**config.mk**
```make
export PLATFORM = sky130hd
export DESIGN_NAME = block_stats_collector
export DESIGN_NICKNAME = d
export VERILOG_FILES = /design/src/rtl/block_stats_collector_pkg.sv /design/src/rtl/block_stats_channel.sv /design/src/rtl/block_stats_collector.sv
export SDC_FILE = /design/constraint.sdc
export NUM_CORES = 1
export LEC_CHECK = 0
export BUFFER_PORTS_ARGS = -buffer_cell sky130_fd_sc_hd__clkbuf_2
export CORE_MARGIN = 2
export CORE_UTILIZATION = 35
export DETAILED_ROUTE_END_ITERATION = 6
export GPL_TIMING_DRIVEN = 0
export PLACE_DENSITY = 0.66
export SETUP_SLACK_MARGIN = 0.2
export SYNTH_ARGS = -nofsm -noshare
export SYNTH_HDL_FRONTEND = slang
export SYNTH_SLANG_ARGS = --single-unit
```
**constraint.sdc**
```tcl
create_clock -name clk -period 2.4 [get_ports clk]
set_clock_uncertainty 0.2 [all_clocks]
set_input_delay 0.36 -clock clk [delete_from_list [all_inputs] [get_ports clk]]
set_output_delay 0.36 -clock clk [all_outputs]
set_load 0.05 [all_outputs]
```
**src/rtl/block_stats_collector_pkg.sv**
```systemverilog
// Shared definitions for the block statistics collector and its consumers.
//   state_e  : collector FSM encoding (IDLE / ACCUM / DONE)
//   CNT_W    : tile-count width, also used by the threshold calculator's
//              tile-count input
//   stat_w() : statistic width for a given base width (2*WIDTH)
package block_stats_collector_pkg;

  typedef enum logic [1:0] {
    IDLE  = 2'd0,
    ACCUM = 2'd1,
    DONE  = 2'd2
  } state_e;

  localparam int CNT_W = 10;

  function automatic int stat_w(input int width);
    return 2 * width;
  endfunction

endpackage

```
**src/rtl/block_stats_channel.sv**
```systemverilog
// Per-channel min/max/sum accumulator for one score channel.
// Optional build macro: STATS_SUM_SATURATE_EN (sum clamps, sticky sat flag).
// Ports:
//   clk, rst_n          clock, synchronous active-low reset
//   clr                 block start: clears sum (and sat)
//   beat                accepted tile this cycle
//   first               beat is the first of the block (load, not combine)
//   score               channel score for this beat
//   stat_min/max/sum    running statistics, held between beats/blocks
//   sat                 (macro only) sum clamped at least once this block
module block_stats_channel
  import block_stats_collector_pkg::*;
#(
  parameter  int WIDTH = 8,
  localparam int SW    = stat_w(WIDTH)
) (
  input  logic          clk,
  input  logic          rst_n,
  input  logic          clr,
  input  logic          beat,
  input  logic          first,
  input  logic [SW-1:0] score,
  output logic [SW-1:0] stat_min,
  output logic [SW-1:0] stat_max,
  output logic [SW-1:0] stat_sum
`ifdef STATS_SUM_SATURATE_EN
  ,
  output logic          sat
`endif
);

  logic [SW-1:0] sum_nxt;

`ifdef STATS_SUM_SATURATE_EN
  // One extra bit catches the carry; any carry clamps to all-ones.
  logic [SW:0] sum_ext;
  assign sum_ext = {1'b0, stat_sum} + {1'b0, score};
  assign sum_nxt = sum_ext[SW] ? {SW{1'b1}} : sum_ext[SW-1:0];
`else
  // Wrapping sum: the carry out of the adder is simply dropped.
  assign sum_nxt = stat_sum + score;
`endif

  always_ff @(posedge clk) begin
    if (!rst_n) begin
      stat_min <= '0;
      stat_max <= '0;
      stat_sum <= '0;
`ifdef STATS_SUM_SATURATE_EN
      sat      <= 1'b0;
`endif
    end else if (clr) begin
      // min/max are left alone: the first beat overwrites them anyway.
      stat_sum <= '0;
`ifdef STATS_SUM_SATURATE_EN
      sat      <= 1'b0;
`endif
    end else if (beat) begin
      if (first) begin
        stat_min <= score;
        stat_max <= score;
        stat_sum <= score;
      end else begin
        if (score < stat_min) stat_min <= score;
        if (score > stat_max) stat_max <= score;
        stat_sum <= sum_nxt;
`ifdef STATS_SUM_SATURATE_EN
        if (sum_ext[SW]) sat <= 1'b1;
`endif
      end
    end
  end

endmodule

```
**src/rtl/block_stats_collector.sv**
```systemverilog
// Streaming per-block statistics collector: min/max/sum for two score
// channels plus tile count, framed by start/tile_last, results presented
// under a stats_valid/stats_ready handshake.
// Optional build macro: STATS_SUM_SATURATE_EN (adds sat0/sat1, clamped sums).
// Ports:
//   clk, rst_n                      clock, synchronous active-low reset
//   start                           begin a block (honoured in IDLE only)
//   tile_valid/tile_ready/tile_last tile stream handshake and framing
//   score0, score1                  channel scores (2*WIDTH, unsigned)
//   min0/max0/sum0, min1/max1/sum1  channel statistics
//   no_of_tiles                     tiles accepted in the block
//   stats_valid/stats_ready         result handshake
//   busy                            collector not in IDLE
//   sat0, sat1                      (macro only) sticky per-block clamp flags
// MAX_TILES must be in 1..1023 (10-bit count).
module block_stats_collector
  import block_stats_collector_pkg::*;
#(
  parameter  int WIDTH     = 8,
  parameter  int MAX_TILES = 1023,
  localparam int SW        = stat_w(WIDTH)
) (
  input  logic             clk,
  input  logic             rst_n,
  input  logic             start,
  input  logic             tile_valid,
  output logic             tile_ready,
  input  logic             tile_last,
  input  logic [SW-1:0]    score0,
  input  logic [SW-1:0]    score1,
  output logic [SW-1:0]    min0,
  output logic [SW-1:0]    max0,
  output logic [SW-1:0]    sum0,
  output logic [SW-1:0]    min1,
  output logic [SW-1:0]    max1,
  output logic [SW-1:0]    sum1,
  output logic [CNT_W-1:0] no_of_tiles,
  output logic             stats_valid,
  input  logic             stats_ready,
  output logic             busy
`ifdef STATS_SUM_SATURATE_EN
  ,
  output logic             sat0,
  output logic             sat1
`endif
);

  localparam int               NUM_CH  = 2;
  localparam logic [CNT_W-1:0] MAX_CNT = CNT_W'(MAX_TILES);

  state_e                      state;
  logic                        beat, clr, first, close;
  logic [CNT_W-1:0]            cnt_inc;
  logic [NUM_CH-1:0][SW-1:0]   score_v, min_v, max_v, sum_v;

  // tile_ready is a flop set only in ACCUM, so beat never loops back
  // combinationally from tile_valid to tile_ready.
  assign beat    = tile_valid && tile_ready;
  assign clr     = (state == IDLE) && start;
  assign first   = (no_of_tiles == '0);
  assign cnt_inc = no_of_tiles + CNT_W'(1);
  assign close   = tile_last || (cnt_inc == MAX_CNT);

  assign score_v = {score1, score0};

`ifdef STATS_SUM_SATURATE_EN
  logic [NUM_CH-1:0] sat_v;
  assign sat0 = sat_v[0];
  assign sat1 = sat_v[1];
`endif

  for (genvar c = 0; c < NUM_CH; c++) begin : g_ch
    block_stats_channel #(.WIDTH(WIDTH)) u_ch (
      .clk      (clk),
      .rst_n    (rst_n),
      .clr      (clr),
      .beat     (beat),
      .first    (first),
      .score    (score_v[c]),
      .stat_min (min_v[c]),
      .stat_max (max_v[c]),
      .stat_sum (sum_v[c])
`ifdef STATS_SUM_SATURATE_EN
      ,
      .sat      (sat_v[c])
`endif
    );
  end

  assign min0 = min_v[0];
  assign max0 = max_v[0];
  assign sum0 = sum_v[0];
  assign min1 = min_v[1];
  assign max1 = max_v[1];
  assign sum1 = sum_v[1];

  // FSM with registered handshake/status outputs.
  always_ff @(posedge clk) begin
    if (!rst_n) begin
      state       <= IDLE;
      no_of_tiles <= '0;
      tile_ready  <= 1'b0;
      stats_valid <= 1'b0;
      busy        <= 1'b0;
    end else begin
      case (state)
        IDLE: begin
          if (start) begin
            state       <= ACCUM;
            no_of_tiles <= '0;
            tile_ready  <= 1'b1;
            busy        <= 1'b1;
          end
        end
        ACCUM: begin
          if (beat) begin
            no_of_tiles <= cnt_inc;
            if (close) begin
              state       <= DONE;
              tile_ready  <= 1'b0;
              stats_valid <= 1'b1;
            end
          end
        end
        DONE: begin
          if (stats_ready) begin
            state       <= IDLE;
            stats_valid <= 1'b0;
            busy        <= 1'b0;
          end
        end
        default: begin
          state       <= IDLE;
          tile_ready  <= 1'b0;
          stats_valid <= 1'b0;
          busy        <= 1'b0;
        end
      endcase
    end
  end

endmodule

```
# Word-level counts from Yosys, hierarchy flattened
# Cells that the tools add are included.
# totals
regBits,111
out_inout_bits,109
# op_classes
n_reduce_logical,20
addsub,3
n_bitwise,5
eq_ne,7
order_cmp,4
n_mux,27
# op_table
operator,n
16-bit two-way mux,10
16-bit adder,2
16-bit > comparator,2
16-bit less-than comparator,2
10-bit two-way mux,2
10-bit one-hot mux with 2 select lines,1
3-bit AND reduction,6
4-bit AND reduction,3
"10-bit by 1-bit adder with 10-bit output, second input constant",1
"10-bit equality test, second input constant",1
10-bit zero test,1
2-bit nonzero test,5
1-bit one-hot mux with 3 select lines,3
2-bit two-way mux,4
"2-bit inequality test, second input constant",4
1-bit two-way mux,6
2-bit one-hot mux with 3 select lines,1
1-bit inverter,5
"2-bit by 1-bit equality test with 1-bit output, second input constant",1
"2-bit equality test, second input constant",1
1-bit logical AND,2
2-bit zero test,1
2-bit OR reduction,1
1-bit logical OR,1

# Depth between registers and ports, before layout
# Gate-level depths: netlist (run 1).
# logic_depth
ltp_word,6
depth_mapped,11

# Cells and area by module
# Synthesis (run 1) repeated with hierarchy kept, for this count alone.
# hier_totals
cells_unflattened,944
area_unflattened_um2,7866.3
# modules_own_cells
mod,cells_per_inst,seq_area_each_um2,n_inst,area_each_um2
block_stats_channel at g_ch[1].u_ch,419,960.9,1,3513.4
block_stats_channel at g_ch[0].u_ch,418,960.9,1,3435.8
block_stats_collector,107,300.3,1,917.1

# Least setup slack after synthesis (run 1)
# No wires, ideal clock.
# synth_path
path_kind,register to register
from,reg g_ch[1].u_ch.stat_sum[0]
to,reg g_ch[1].u_ch.stat_sum[14]
slack_ns,-0.324
setup_ns,0.133
n_path_buf,0
required_ns,2.067
synth_period_minus_slack_ns,2.724
stages_incl_launch_ff,11
arrival_ns,2.391
cell_sequence,dfxtp_1 ha_1 inv_1 fa_1 nor2b_1 o31a_1 a2bb2oi_1 a21oi_1 o21a_1 o21ai_0 a31oi_1
# synth_via
elab_chain_len,2
# synth_rtl
item,line,rtl
start: declaration,block_stats_channel.sv:25,output logic [SW-1:0] stat_sum
start signal: assignment,block_stats_channel.sv:62,stat_sum <= score;
start signal: assignment,block_stats_channel.sv:66,stat_sum <= sum_nxt;
16-bit adder,block_stats_channel.sv:41,assign sum_nxt = stat_sum + score;
16-bit two-way mux,block_stats_channel.sv:59,if (first) begin
# Every way passes these cells.
# A chain may end at the register's enable or synchronous reset.

# Final worst setup path (run 1)
# layout_path
from,reg g_ch[0].u_ch.stat_sum[0]
to,reg g_ch[0].u_ch.stat_sum[8]
# layout_via
elab_chain_len,2
# layout_rtl
item,line
start: declaration,block_stats_channel.sv:25
start signal: assignment,block_stats_channel.sv:62
start signal: assignment,block_stats_channel.sv:66
16-bit adder,block_stats_channel.sv:41
16-bit two-way mux,block_stats_channel.sv:59
# Every way passes these cells.

==> impl_metrics.toml, run 1 <==
[run_status]
outcome = "finished with violations"
violations = "negative setup slack"

[timing]
slew_headroom = 0.541
setup_tns_ns = -0.104
hold_violations = 0
worst_slew_pin_slew_ns = 0.688
fin_crit_sh = 1.03
rsz0062_at_grt = "yes"
period_minus_slack_ns = 2.47
max_freq_mhz = 405
worst_slack_ns = -0.0675
drv_slew = 0
setup_viol = 4

[yosys]
yosys_warnings = 0
netlist.area_leader.share = 0.281
synthesis.nets = 1102
ys_top_cells_by_area = "dfxtp_1 (28%), ha_1 (15%), mux2i_1 (8.8%), nand2_1 (5.4%), a21oi_1 (3.9%)"
ys_ff_latch = 111
synth-async-reset-ratio = 0
ys_types = 69
avgSynthCellArea_um2 = 8.19
ys_seq_area_frac = 0.281
ys.flop_type = "dfxtp_1"
synth_edf_count = 0
synth_area_leader_cell = "dfxtp_1"
synth_area_um2 = 7920
syn-instance-count = 967

[layout]
nets = 1323
area_growth_pct = 39.2
diodes = 0
final_common_cell = "clkbuf_2"
final_cell_mix = "clkbuf_2 (154), nand2_1 (112), mux2i_1 (67)"
final_area_um2 = 11000
layout-drive-gt1-share = 0.406

[hold_path]
hold_depth = 3
whs_endpoint = "g_ch[1].u_ch.stat_max[11]$_SDFFE_PN0P_"
hp-class = "in2reg"
hold_start = "score1[11]"

[route]
first_pass_iters = 5
drc = 0
postRouteAntennaNets = 0
drt_wl_total_um = 26600
wl_per_cell_um = 18.0
drt_iter0_drc = 432
via_per_inst = 5.36
num_vias = 7919

[power]
p_switching_mw = 1.75
internal_power_mw = 3.18
power.density_nw_per_um2 = 447
pwr-share-seq = 0.394
p_leak_nw = 4.41
power.share.switching = 0.355
power_frac_comb = 0.285
pwr-share-clk = 0.321
ir_drop_mv = 0.296

[critical_path]
crit_type = "reg2reg"
r2r_slack_ns = -0.07
r2r-end = "g_ch[0].u_ch.stat_sum[8]$_SDFFE_PP0P_"
reg2reg_depth = 10
worstPathMaxFanout = 5
cp.required_ns = 2.44
arrival_ns = 2.51
reg2reg_from = "g_ch[0].u_ch.stat_sum[0]$_SDFFE_PP0P_"
critPathCaptureType = "flop"
cp-start-kind = "flop"

[placement]
place_congestion = 0.868
place_area_um2 = 9520
io_buffers = 146
dp_hpwl_um = 19300

[floorplanning]
rows = 55
fp.dieH_um = 154
die-area_um2 = 23900
io_pins = 147
initial_core_util = 0.353
die_w_um = 154
core_area_um2 = 22400

[global_route]
grtUsageMet1 = 0.281
globalRoute.busiestLayer = "met2"
track_usage = 0.218
grt_max_degree = 21
grt.overflow.total = 0
use_met3 = 0.0476
antenna_found_initial = 0
grt_pass1_wl_um = 41100
met2_usage = 0.364
grt_pass1_vias = 7644

[clock_network]
cts_root_buf = "clkbuf_16"
clkSinkCount = 111
cts_tree = "yes"
h-tree-depth = 3
clk_pin_slew_ns = 0.09
cts_hold_buf = 0
clk_latency_ns = 0.38
clk_path_buf_depth = 2
numCtsBuffers = 9

[flow_run]
maxCapViolCount = 0
==> through the flow <==
stage               cells  power [mW]  hold WS [ns]   util  setup slack [ns]
floorplan             967        2.83         0.292      -            0.0403
global placement     1398        3.16         0.249  0.424            -0.433
detailed placement   1398        3.18         0.255  0.424            -0.453
CTS                  1463        4.89         0.102  0.475           0.00323
global route         1478        5.17         0.143  0.492            -0.142
finish               1478        4.93         0.114  0.492           -0.0675
==> power by group through the flow <==
stage | Sequential [mW] | Combinational [mW] | Clock (mW)
floorplan | 2.21 | 0.618 | 0
global placement | 1.99 | 1.17 | 0
detailed placement | 1.99 | 1.19 | 0
CTS | 1.94 | 1.32 | 1.62
global route | 1.95 | 1.52 | 1.70
finish | 1.94 | 1.40 | 1.58
==> cells in the mapped netlist (3+ instances only) <==
master,number
nand2_1,113
dfxtp_1,111
ha_1,95
inv_1,77
mux2i_1,70
a21oi_1,62
nor2_1,50
nor2b_1,47
o21ai_0,44
clkbuf_1,30
nor3_1,22
a21o_1,21
o21a_1,18
nand3_1,17
o211ai_1,16
a31oi_1,14
nand2b_1,13
a211oi_1,11
nand4_1,11
nor4_1,10
and2_1,8
buf_2,8
xor2_1,8
a21boi_0,7
or3_1,7
and3_1,6
o211a_1,5
o21ai_1,5
xnor2_1,5
buf_6,4
o31ai_1,4
a22oi_1,3
nor3b_1,3
==> timing repair <==
item | CTS | global route
gates resized for setup | 86 | 65
setup endpoints to repair | 93 | 100
gates cloned | 4 | 0
buffers inserted | 45 | 15
pin swaps | 56 | 48
==> worst max-delay path, cell delays in order (launching register included) <==
cell and delay (ns):
dfxtp_4 0.36, ha_4 0.15, inv_2 0.05, fa_2 0.20, nor2b_2 0.05, o21a_1 0.18, o21a_2 0.23, o211a_1 0.24
or3_1 0.33, a311oi_2 0.28, nor3_1 0.07
==> final cells by class <==
class / instances / area (um^2)
Fill cell: 2092 / 11400
Multi-Input combinational cell: 735 / 6010
Sequential cell: 111 / 2450
Timing Repair Buffer: 210 / 1340
Tap cell: 285 / 357
Inverter: 77 / 294
Buffer: 44 / 273
Clock buffer: 10 / 239
Clock inverter: 6 / 58.8
==> per-layer routing <==
layer,vias up,part of all wire
met3,34,0.060
met1,3782,0.45
li1,3882,-
met5,-,0
met4,0,0.021
met2,221,0.47
==> flip-flops by register name, summed over array words and instances, names as in the netlist <==
register            count
busy                    1
state                   2
g_ch.u_ch.stat_min     32
tile_ready              1
no_of_tiles            10
g_ch.u_ch.stat_sum     32
g_ch.u_ch.stat_max     32
stats_valid             1
==> cells by family after synthesis <==
kind of cell               share of synthesized area
DFF                                            0.281
buffers and inverters                         0.0633
muxes                                         0.0899
adders and majority gates                      0.155
AOI/OAI and AO/OA                              0.199
and+or+nand+nor                                0.198
xor gates and xnor gates                      0.0144
==> worst max path at each step <==
| stage | start | to | slack [ns] | cells after the start |
|---|---|---|---|---|
| 2_1_floorplan | g_ch[0].u_ch.stat_sum[0]$_SDFFE_PP0P_ | g_ch[0].u_ch.stat_sum[8]$_SDFFE_PP0P_ | 0.04 | 10 |
| 3_3_place_gp | tile_valid | g_ch[0].u_ch.stat_min[1]$_SDFFE_PN0P_ | -0.43 | 8 |
| 3_5_place_dp | tile_valid | g_ch[0].u_ch.stat_min[10]$_SDFFE_PN0P_ | -0.45 | 8 |
| 4_1_cts | g_ch[0].u_ch.stat_sum[0]$_SDFFE_PP0P_ | g_ch[0].u_ch.stat_sum[8]$_SDFFE_PP0P_ | 0.003 | 10 |
| 5_1_grt | g_ch[0].u_ch.stat_sum[0]$_SDFFE_PP0P_ | g_ch[0].u_ch.stat_sum[8]$_SDFFE_PP0P_ | -0.14 | 10 |
| 6_report | g_ch[0].u_ch.stat_sum[0]$_SDFFE_PP0P_ | g_ch[0].u_ch.stat_sum[8]$_SDFFE_PP0P_ | -0.07 | 10 |
No activity file was read; power rests on OpenSTA's default activity.
==> run 2: changes to the inputs <==
--- a/config.mk
+++ b/config.mk
@@ -6,8 +6,10 @@
 export NUM_CORES = 1
 export LEC_CHECK = 0
 export BUFFER_PORTS_ARGS = -buffer_cell sky130_fd_sc_hd__clkbuf_2
+export CORE_ASPECT_RATIO = 0.6
 export CORE_MARGIN = 2
 export CORE_UTILIZATION = 35
+export CTS_BUF_LIST = sky130_fd_sc_hd__clkbuf_8 sky130_fd_sc_hd__clkbuf_16
 export DETAILED_ROUTE_END_ITERATION = 6
 export GPL_TIMING_DRIVEN = 0
 export PLACE_DENSITY = 0.66
==> run 2 against run 1 <==
The flow still finishes with violations (negative setup slack). Setup slack improved by 0.024 ns. Sequential cell count unchanged. Utilization increased by 2.2 points. Via count increased by 1.6%. Count of clock-buffer cells in the layout decreased by 1. Largest cell class unchanged. Sequential power about the same. Cell count increased by 2.2%. Design area increased by 3.1%.
==> impl_metrics.toml, run 2 (same netlist as run 1, synthesis figures left out) <==
[global_route]
grt_pass1_vias = 7612
grt_max_degree = 17
grt.overflow.total = 0
grt_pass1_wl_um = 43400
antenna_found_initial = 0
track_usage = 0.237

[timing]
hold_violations = 0
drv_slew = 0
worst_slew_pin_slew_ns = 0.756
max_freq_mhz = 409
period_minus_slack_ns = 2.44
setup_viol = 4
rsz0062_at_grt = "yes"
worst_slack_ns = -0.0434
slew_headroom = 0.496
worst_hold_slack_ns = 0.137
fin_crit_sh = 1.02

[run_status]
violations = "negative setup slack"
outcome = "finished with violations"

[flow_run]
maxCapViolCount = 0

[placement]
place_congestion = 0.909
io_buffers = 146
dp_hpwl_um = 20600

[layout]
multi_input_area_um2 = 6210
top_regs = "g_ch.u_ch.stat_max (32), g_ch.u_ch.stat_min (32), g_ch.u_ch.stat_sum (32)"
final_common_cell = "clkbuf_2"
nets = 1333
final_cell_mix = "clkbuf_2 (152), nand2_1 (111), mux2i_1 (69)"
area_growth_pct = 43.5
layout-drive-gt1-share = 0.419
regArea_um2 = 2450
final_util = 0.514
num-fill-cells = 2077

[clock_network]
cts_root_buf = "clkbuf_16"
cts_tree = "yes"
clkSinkCount = 111
clk_pin_slew_ns = 0.08
cts_hold_buf = 0
clk_latency_ns = 0.37
clk_path_buf_depth = 2
numCtsBuffers = 9
h-tree-depth = 3

[floorplanning]
io_pins = 147
core_area_um2 = 22100
initial_core_util = 0.358
rows = 42
die-area_um2 = 23900
die_w_um = 198
fp.dieH_um = 121

[critical_path]
slowest_delay_ns = 0.36
cp.required_ns = 2.50
cp_common_cell = "buf_6"
crit_type = "reg2reg"
arrival_ns = 2.54
worstPathMaxFanout = 3
path_cells = "ha_4 > inv_2 > fa_2 > nor2b_4 > o31a_1 > buf_4 > buf_6 > a2bb2oi_4 > buf_6 > a21oi_4 > xnor2_1 > nand2_1 > a21oi_1"
critPathCaptureType = "flop"
cp-start-kind = "flop"
slowest_stage = "dfxtp_4"

[route]
drc = 0
postRouteAntennaNets = 0
via_per_inst = 5.33
drt_iter0_drc = 588
wl_per_cell_um = 19.2
first_pass_iters = 5
num_vias = 8047
drt_wl_total_um = 28900

[power]
power.density_nw_per_um2 = 438
p_leak_nw = 4.49
ir_drop_mv = 0.370

[hold_path]
hp-class = "in2reg"
run 2: cell types whose count changed in the layout (fill, tap and decap cells not counted), moves of 3 or more:
cell     delta
ha_1        -6
buf_4       +8
buf_12      +4
inv_8       -3
mux2i_2     -3
ha_4        +7
buf_6       +6
o21ai_0     -4
buf_8       -4
run 2: layout make-up:
cell class              instances  share of cell area
multi-input cells             735               0.546
flip-flops and latches        111               0.216
repair buffers                220               0.126
well taps                     308              0.0339
plain buffers                  44              0.0278
inverters                      77              0.0256
clock buffers                   9              0.0198
clock inverters                 6             0.00484
diodes                          1            0.000220
run 2: final timing paths:
kind	start	to	slack [ns]	cells past startpoint
max	g_ch[1].u_ch.stat_sum[0]$_SDFFE_PP0P_	g_ch[1].u_ch.stat_sum[12]$_SDFFE_PP0P_	-0.04	13
min	score1[12]	g_ch[1].u_ch.stat_max[12]$_SDFFE_PN0P_	0.14	3
max reg2reg	g_ch[1].u_ch.stat_sum[0]$_SDFFE_PP0P_	g_ch[1].u_ch.stat_sum[12]$_SDFFE_PP0P_	-0.04	13
min reg2reg	g_ch[1].u_ch.stat_max[12]$_SDFFE_PN0P_	g_ch[1].u_ch.stat_max[12]$_SDFFE_PN0P_	0.27	2
run 2: where the power goes:
group          leakage, nW  switching [mW]  internal (mW)
logic                 3.39           0.918          0.567
clock network        0.145           0.747          0.796
registers            0.958          0.0630           1.88
run 2: worst max-delay path, delay by kind of cell, from the launching register on:
kind	cells	cell delay (ns)
flops	1	0.36
buf+inv	4	0.38
compound gates	4	0.53
fa+ha+maj	2	0.50
simple gates	2	0.23
xor+xnor	1	0.18
run 2: what timing repair did:
action	in CTS	in global routing
buffers inserted	47	23
hold endpoints to repair	0	0
gates resized for setup	88	109
endpoints found under the setup margin	94	99
cloned	4	0
pin swaps	70	55
run 2: per-layer routing:
layer / share of wire / track usage / wire length (um) / up-vias
met1: 0.49 / 0.351 / 14100 / 3872
met3: 0.069 / 0.0469 / 1990 / 26
li1: - / - / - / 3899
met5: 0 / 0 / 0 / -
met2: 0.43 / 0.350 / 12500 / 250
met4: 0.012 / 0.0573 / 335 / 0
run 2: metrics by stage:
stage	total power [mW]	setup WS, ns	area (um^2)	std cells	setup TNS (ns)
4_1_cts	4.88	0.00806	10700	1487	0
3_5_place_dp	3.20	-0.391	9550	1421	-17.43
2_1_floorplan	2.83	0.0403	8440	967	0
6_report	4.97	-0.0434	11400	1511	-0.114
5_1_grt	5.20	-0.113	11400	1510	-0.603
3_3_place_gp	3.18	-0.396	9550	1421	-16.83
